$ cat src/rtl/mult_fu_pipe_pkg.sv
// rtl/mult_fu_pipe_pkg.sv - shared types for the pipelined integer multiply unit
package mult_fu_pipe_pkg;

  localparam int XLEN  = 32;
  localparam int PR_W  = 6;
  localparam int ROB_W = 5;

  typedef enum logic [1:0] {
    MULT   = 2'd0,
    MULH   = 2'd1,
    MULHSU = 2'd2,
    MULHU  = 2'd3
  } MULT_FUNC;

  typedef struct packed {
    MULT_FUNC mult;
  } FU_OP_SEL;

  typedef struct packed {
    logic             valid;
    FU_OP_SEL         op_sel;
    logic [XLEN-1:0]  r1_value;
    logic [XLEN-1:0]  r2_value;
    logic [PR_W-1:0]  dest_pr;
    logic [ROB_W-1:0] rob_entry;
    logic             halt;
  } ISSUE_FU_PACKET;

  typedef struct packed {
    logic             if_take_branch;
    logic             valid;
    logic             halt;
    logic [XLEN-1:0]  target_pc;
    logic [PR_W-1:0]  dest_pr;
    logic [XLEN-1:0]  dest_value;
    logic [ROB_W-1:0] rob_entry;
  } FU_COMPLETE_PACKET;

  // One pipeline slot: bookkeeping fields plus the running shift-and-add state.
  typedef struct packed {
    logic              valid;
    MULT_FUNC          op;
    logic [PR_W-1:0]   dest_pr;
    logic [ROB_W-1:0]  rob_entry;
    logic              halt;
    logic [2*XLEN-1:0] product;
    logic [2*XLEN-1:0] mcand;
    logic [2*XLEN-1:0] mplier;
  } MULT_STAGE_T;

  function automatic logic [2*XLEN-1:0] extend_operand(logic [XLEN-1:0] v, logic is_signed);
    return is_signed ? {{XLEN{v[XLEN-1]}}, v} : {{XLEN{1'b0}}, v};
  endfunction

endpackage

$ cat src/rtl/mult_fu_pipe_stage.sv
// rtl/mult_fu_pipe_stage.sv - one registered multiply stage consuming SLICE_W multiplier bits
module mult_fu_pipe_stage
  import mult_fu_pipe_pkg::*;
#(
  parameter int SLICE_W = 16
) (
  input  logic        clock,
  input  logic        reset,
  input  logic        advance,
  input  MULT_STAGE_T stage_i,
  output MULT_STAGE_T stage_o
);

  MULT_STAGE_T stage_d;
  MULT_STAGE_T stage_q;

  always_comb begin
    stage_d         = stage_i;
    stage_d.product = stage_i.product
                    + (stage_i.mcand * {{(2*XLEN-SLICE_W){1'b0}}, stage_i.mplier[SLICE_W-1:0]});
    stage_d.mcand   = stage_i.mcand << SLICE_W;
    stage_d.mplier  = stage_i.mplier >> SLICE_W;
  end

  always_ff @(posedge clock or negedge reset) begin
    if (!reset) begin
      stage_q <= '0;
    end else if (advance) begin
      stage_q <= stage_d;
    end
  end

  assign stage_o = stage_q;

endmodule

$ cat src/rtl/mult_fu_pipe.sv
// rtl/mult_fu_pipe.sv - RV32M multiply functional unit, NUM_STAGE-deep stallable pipeline
module mult_fu_pipe
  import mult_fu_pipe_pkg::*;
#(
  parameter int NUM_STAGE = 4
) (
  input  logic              clock,
  input  logic              reset,
  input  logic              complete_stall,
  input  ISSUE_FU_PACKET    fu_packet_in,
  output logic              fu_ready,
  output logic              want_to_complete,
  output FU_COMPLETE_PACKET fu_packet_out
);

  localparam int SLICE_W = (2 * XLEN) / NUM_STAGE;

  MULT_STAGE_T stage_in  [NUM_STAGE];
  MULT_STAGE_T stage_out [NUM_STAGE];
  MULT_STAGE_T issue_stage;
  MULT_STAGE_T last;
  logic        advance;
  logic        r1_signed;
  logic        r2_signed;
  logic        unused_tail;

  // Sign-extending to 2*XLEN lets one modulo-2^64 product serve all four ops.
  always_comb begin
    r1_signed = (fu_packet_in.op_sel.mult != MULHU);
    r2_signed = (fu_packet_in.op_sel.mult == MULT) || (fu_packet_in.op_sel.mult == MULH);

    issue_stage           = '0;
    issue_stage.valid     = fu_packet_in.valid;
    issue_stage.op        = fu_packet_in.op_sel.mult;
    issue_stage.dest_pr   = fu_packet_in.dest_pr;
    issue_stage.rob_entry = fu_packet_in.rob_entry;
    issue_stage.halt      = fu_packet_in.halt;
    issue_stage.mcand     = extend_operand(fu_packet_in.r1_value, r1_signed);
    issue_stage.mplier    = extend_operand(fu_packet_in.r2_value, r2_signed);
  end

  assign stage_in[0] = issue_stage;

  for (genvar k = 0; k < NUM_STAGE; k++) begin : g_stage
    if (k > 0) begin : g_link
      assign stage_in[k] = stage_out[k-1];
    end
    mult_fu_pipe_stage #(
      .SLICE_W (SLICE_W)
    ) u_stage (
      .clock   (clock),
      .reset   (reset),
      .advance (advance),
      .stage_i (stage_in[k]),
      .stage_o (stage_out[k])
    );
  end

  assign last             = stage_out[NUM_STAGE-1];
  assign advance          = !(last.valid && complete_stall);
  assign fu_ready         = advance;
  assign want_to_complete = last.valid;

  always_comb begin
    fu_packet_out = '0;
    if (last.valid) begin
      fu_packet_out.valid      = 1'b1;
      fu_packet_out.halt       = last.halt;
      fu_packet_out.dest_pr    = last.dest_pr;
      fu_packet_out.rob_entry  = last.rob_entry;
      fu_packet_out.dest_value = (last.op == MULT) ? last.product[XLEN-1:0]
                                                   : last.product[2*XLEN-1:XLEN];
    end
  end

  // The final stage's shifted operands have no consumer.
  assign unused_tail = ^{last.mcand, last.mplier};

endmodule

$ cat config.mk
export PLATFORM = sky130hd
export DESIGN_NAME = mult_fu_pipe
export DESIGN_NICKNAME = d
export VERILOG_FILES = /design/src/rtl/mult_fu_pipe_pkg.sv /design/src/rtl/mult_fu_pipe_stage.sv /design/src/rtl/mult_fu_pipe.sv
export SDC_FILE = /design/constraint.sdc
export NUM_CORES = 2
export LEC_CHECK = 0
export CORE_MARGIN = 5
export CORE_UTILIZATION = 57
export CTS_BUF_LIST = sky130_fd_sc_hd__clkbuf_4
export DETAILED_ROUTE_END_ITERATION = 8
export GPL_TIMING_DRIVEN = 0
export PLACE_DENSITY = 0.82
export SKIP_LAST_GASP = 1
export SYNTH_ARGS = -nofsm -noshare
export SYNTH_HDL_FRONTEND = slang
export SYNTH_SLANG_ARGS = --single-unit
$ cat constraint.sdc
create_clock -name clock -period 9.4 [get_ports clock]
set_input_delay 0.94 -clock clock [delete_from_list [all_inputs] [get_ports clock]]
set_output_delay 0.94 -clock clock [all_outputs]
set_load 0.005 [all_outputs]
# Word-level counts from Yosys, hierarchy flattened
# Cells that the tools add are included.
dict set report word_totals {
  ff_bits 508
  elab_cells 49
  output_inout_bits 80
}
dict set report op_classes {
  multipliers 4
  add_sub_neg 3
  mux 5
  eq_ne 2
  n_reduce_logical 5
}
# op count
set ops {}
lappend ops {{$add 64x64->64} 3}
lappend ops {{$mux 64} 2}
lappend ops {{$mul 64x16->64} 1}
lappend ops {{$mul 48x16->48} 1}
lappend ops {{$mux 43} 1}
lappend ops {{$mul 32x16->32} 1}
lappend ops {{$mux 32} 1}
lappend ops {{$mul 16x16->16} 1}
lappend ops {{$logic_not 2->1} 2}
lappend ops {{$eq 2x1->1 const B} 1}
lappend ops {{$mux 2} 1}
lappend ops {{$ne 2x2->1 const B} 1}
lappend ops {{$logic_and 1x1->1} 1}
lappend ops {{$logic_not 1->1} 1}
lappend ops {{$logic_or 1x1->1} 1}

# Depth between registers and ports, before layout
dict set report logic_depth {
  depth_word 4
  ltp_mapped 36
}

# Modules after synthesis
# Synthesis repeated with hierarchy kept, for this count alone.
dict set report hier_totals {
  hier_cells 15691
  hier_area_um2 143527.7
}
# module instances area_per_inst_um2 seq_area_each_um2 cells_per_inst
set by_module_without_submodules {}
lappend by_module_without_submodules {{mult_fu_pipe_stage at g_stage[0].u_stage ...} 3 35579.1 4379.2 3871}
lappend by_module_without_submodules {{mult_fu_pipe_stage at g_stage[3].u_stage} 1 35738.0 4379.2 3911}
lappend by_module_without_submodules {mult_fu_pipe 1 1052.3 0.0 167}

# Worst setup path after synthesis
# OpenSTA, ideal clock, no wires.
dict set report synth_path {
  path_type {reg2reg}
  startpoint {reg g_stage[0].u_stage.stage_q (netlist bit g_stage[0].u_stage.stage_o[90])}
  endpoint {reg g_stage[1].u_stage.stage_q (netlist bit g_stage[1].u_stage.stage_o[190])}
  path_slack_ns 1.212
  n_path_buf 2
  stages_incl_launch_ff 33
  required_ns 9.323
  arrival_ns 8.111
  setup_time_ns 0.077
  cell_sequence {dfrtp_1 -> clkbuf_1 -> clkbuf_1 -> nand2_1 -> fa_1 -> fa_1 -> fa_1 -> inv_1 -> fa_1 -> fa_1 -> inv_1 -> fa_1 -> inv_1 -> ha_1 -> a21o_1 -> a21o_1 -> a221o_1 -> a21o_1 -> a21oi_1 -> o21ai_0 -> a31oi_1 -> xnor2_1 -> ha_1 -> nand3_1 -> or4b_1 -> o211ai_1 -> a2bb2oi_1 -> and4b_1 -> a21bo_2 -> o21ai_1 -> a221oi_1 -> xor2_1 -> a21oi_1}
}
dict set report synth_via {
  elab_chain_len 2
}
# item line_no
set synth_rtl {}
lappend synth_rtl {{start: declaration} mult_fu_pipe_stage.sv:15} ;# MULT_STAGE_T stage_q;
lappend synth_rtl {{start signal: assignment} mult_fu_pipe_stage.sv:29} ;# stage_q <= stage_d;
lappend synth_rtl {{$mul 48x16->48} mult_fu_pipe_stage.sv:20} ;# + (stage_i.mcand * {{(2*XLEN-SLICE_W){1'b0}}, stage_i.mplier[SLICE_W-1:0]});
lappend synth_rtl {{$add 64x64->64} mult_fu_pipe_stage.sv:20}
lappend synth_rtl {{end signal: assignment} mult_fu_pipe_stage.sv:29}
lappend synth_rtl {{end: declaration} mult_fu_pipe_stage.sv:15}
# Every way passes these cells.
# A chain may end at the register's enable or synchronous reset.

# Final worst setup path
dict set report layout_path {
  startpoint {reg g_stage[0].u_stage.stage_q (netlist bit g_stage[0].u_stage.stage_o[91])}
  endpoint {reg g_stage[1].u_stage.stage_q (netlist bit g_stage[1].u_stage.stage_o[191])}
}
# Same word-level chain as after synthesis.

==> metrics.txt <==
Synth Register Bits=416; final worst-path cycle share=98.9%; Routed WL=204,000 um; run status=finished, final reports clean; Vias/cell=5.68; CTS root buffer=clkbuf_4; via count=52,600; top post-synthesis cells by area=fa_1 (39%), dfrtp_1 (16%), nand2_1 (9.9%); worst path required time=10.13 ns; Clk Latency, worst-skew pair=0.91 ns; drt wl/cell=22.0 um; Seq/Total Area, Yosys=15.8%; clk sink count=416; Synth top cells by count=nand2_1 (1,735), inv_1 (1,356), fa_1 (1,281), and2_1 (422), dfrtp_1 (416); TritonCTS buffer count=105; max_cap viols=0; worst endpoint data arrival time=10.03 ns; Clock Tree Buf Depth=3; Crit Path Class=reg2reg; Setup crit start kind=register; Unique masters post-synth=78; # H-tree levels=3; Largest register FFs=416; met2 wire length=90,800 um; CP dominant cell by count=fa_1; vias in the first global route=54,400; Area after DPL=0.0690 sq mm; DRC=0; Crit. End Element=register; Initial DRT Pass Iterations=8; Rows=124; final net count=9,378; fmax=108 MHz; Slew Limit Fails=0; metal3 WL=23,700 um; Max Used Layer=met5; top cell type's share of synthesized area=39.0%; Layout Skew=0.102 ns; largest net degree at the start of global routing=123; Yosys top cell by area=fa_1; Post-Syn Instances=7,401; routed length on met1=77,900 um; Worst Hold Class=in2async; Antenna Violating Nets Remaining=0; Worst Tran Pin Value=1.19 ns; Synth Flop Type=dfrtp_1; # setup viols final=0; crit path time final=9.30 ns; Finished Cell Area=0.0709 sq mm; Post-synth EDFFs=0; Layout area overhead=7.91%; final hold violations=0; Die Y=349 um; Initial DRC Count=5,168; die area=0.122 sq mm; Final GP Congestion=1.04; YS warnings=0; largest fanout on the critical path=10; clock slew at reported path FFs=0.07 ns; CTS tree=yes; layout cells sized above 1=4.85%; I/O Buffers=123; core area=0.114 sq mm; I/O pin count=162; gr ovfl total=0; gr usage total=33.7%; initial antenna violation count=10; Post-DP HPWL=167,000 um; syn avg cell area=8.88 sq um; fin util=62.0%; critical path's slowest cell=fa_1; count leader, synth=nand2_1; max_slew headroom=20.5%; first-pass GRT wire length=314,000 um; slowest cell delay on critical path=0.57 ns; RSZ-0062 raised after global routing=true; Starting Density=57.4%; Async SR Flop Fraction=100%; synthesized cell area=0.0657 sq mm; die width=349 um
[metrics by stage]
stage / hold slack [ns] / setup TNS [ns] / std cells / worst slack [ns]
final: 0.0632 / 0 / 9261 / 0.102
after global placement: 0.443 / -4356.16 / 9068 / -10.49
after floorplan: 0.430 / 0 / 7433 / 1.21
after detailed placement: 0.449 / -16.11 / 9071 / -1.68
after CTS: 0.0363 / -0.108 / 9236 / -0.108
after global routing: 0.0416 / -0.0334 / 9253 / -0.0334
[kinds of logic (layout without fill, tap and decap cells)]
group           Yosys count  count (layout)  synth area share (%)
simple gates           2583            2583                  17.1
compound gates          785             785                  7.64
xor+xnor                245             245                  3.29
flops                   416             416                  15.8
fa+ha+maj              1644            1644                  46.0
other cells               1              45               0.00571
mux                       5               5                0.0800
buf+inv                1722            2026                  10.0
[routing by layer]
layer / vias to the layer above / track usage [%]
li1: 22900 / -
met1: 26100 / 45.3
met2: 2950 / 51.7
met3: 613 / 9.02
met4: 4 / 15.5
met5: - / 0
[worst max-delay path: cells and delay by family (launching register included)]
| kind | cells | cell delay (ns) |
|---|---|---|
| and+or+nand+nor | 5 | 0.70 |
| buffers and inverters | 8 | 0.89 |
| xor gates and xnor gates | 3 | 0.70 |
| DFF | 1 | 0.54 |
| AOI/OAI and AO/OA | 12 | 2.48 |
| adders and majority gates | 8 | 3.77 |
[placed cells by master, fill, tap and decap left out, types with 24 or more instances in the layout]
master / count
nand4_1: 27
clkbuf_1: 234
buf_4: 59
dfrtp_2: 35
o21bai_1: 32
dfrtp_1: 370
and2_1: 422
nor2_1: 203
xnor2_1: 155
nand3_1: 45
clkinv_1: 31
nand2_1: 1735
clkbuf_4: 164
clkbuf_2: 33
clkdlybuf4s50_1: 122
a21boi_0: 39
nand2b_1: 24
o21ai_0: 144
conb_1: 33
xor2_1: 79
a21o_1: 119
inv_1: 1356
ha_1: 361
o21a_1: 32
nor3_1: 36
fa_1: 1281
a21oi_1: 260
nor2b_1: 26
[repair_timing]
item                       CTS  global route
gates resized for setup    107           130
buffers inserted             1            15
pin swaps                    1             7
hold buffers                 0             0
setup endpoints to repair   24            22
[worst paths after layout]
kind                                                       from                              end  slack (ns)  cells past startpoint
worst min register to register  g_stage[2].u_stage.stage_o[160]  g_stage[3].u_stage.stage_o[160]        0.39                      2
min in group clock              g_stage[2].u_stage.stage_o[160]  g_stage[3].u_stage.stage_o[160]        0.39                      2
worst max register to register   g_stage[0].u_stage.stage_o[91]  g_stage[1].u_stage.stage_o[191]        0.10                     36
max in group asynchronous                                 reset  g_stage[2].u_stage.stage_o[114]        7.86                      3
worst max-delay path             g_stage[0].u_stage.stage_o[91]  g_stage[1].u_stage.stage_o[191]        0.10                     36
worst min-delay path                                      reset  g_stage[0].u_stage.stage_o[131]        0.06                      1
[cell type report]
cell class	count	area, sq um
multi-input combinational	5295	49000
fill	9703	43500
sequential	416	10500
inverter	1357	5090
tap	1512	1890
buffer	335	1540
timing repair buffer	142	1440
clock buffer	145	1090
clock inverter	47	299
antenna	12	30.0
Power is left out: the tool's default activity adds up to more than one toggle a clock period on the data nets, which glitch-free logic cannot reach.
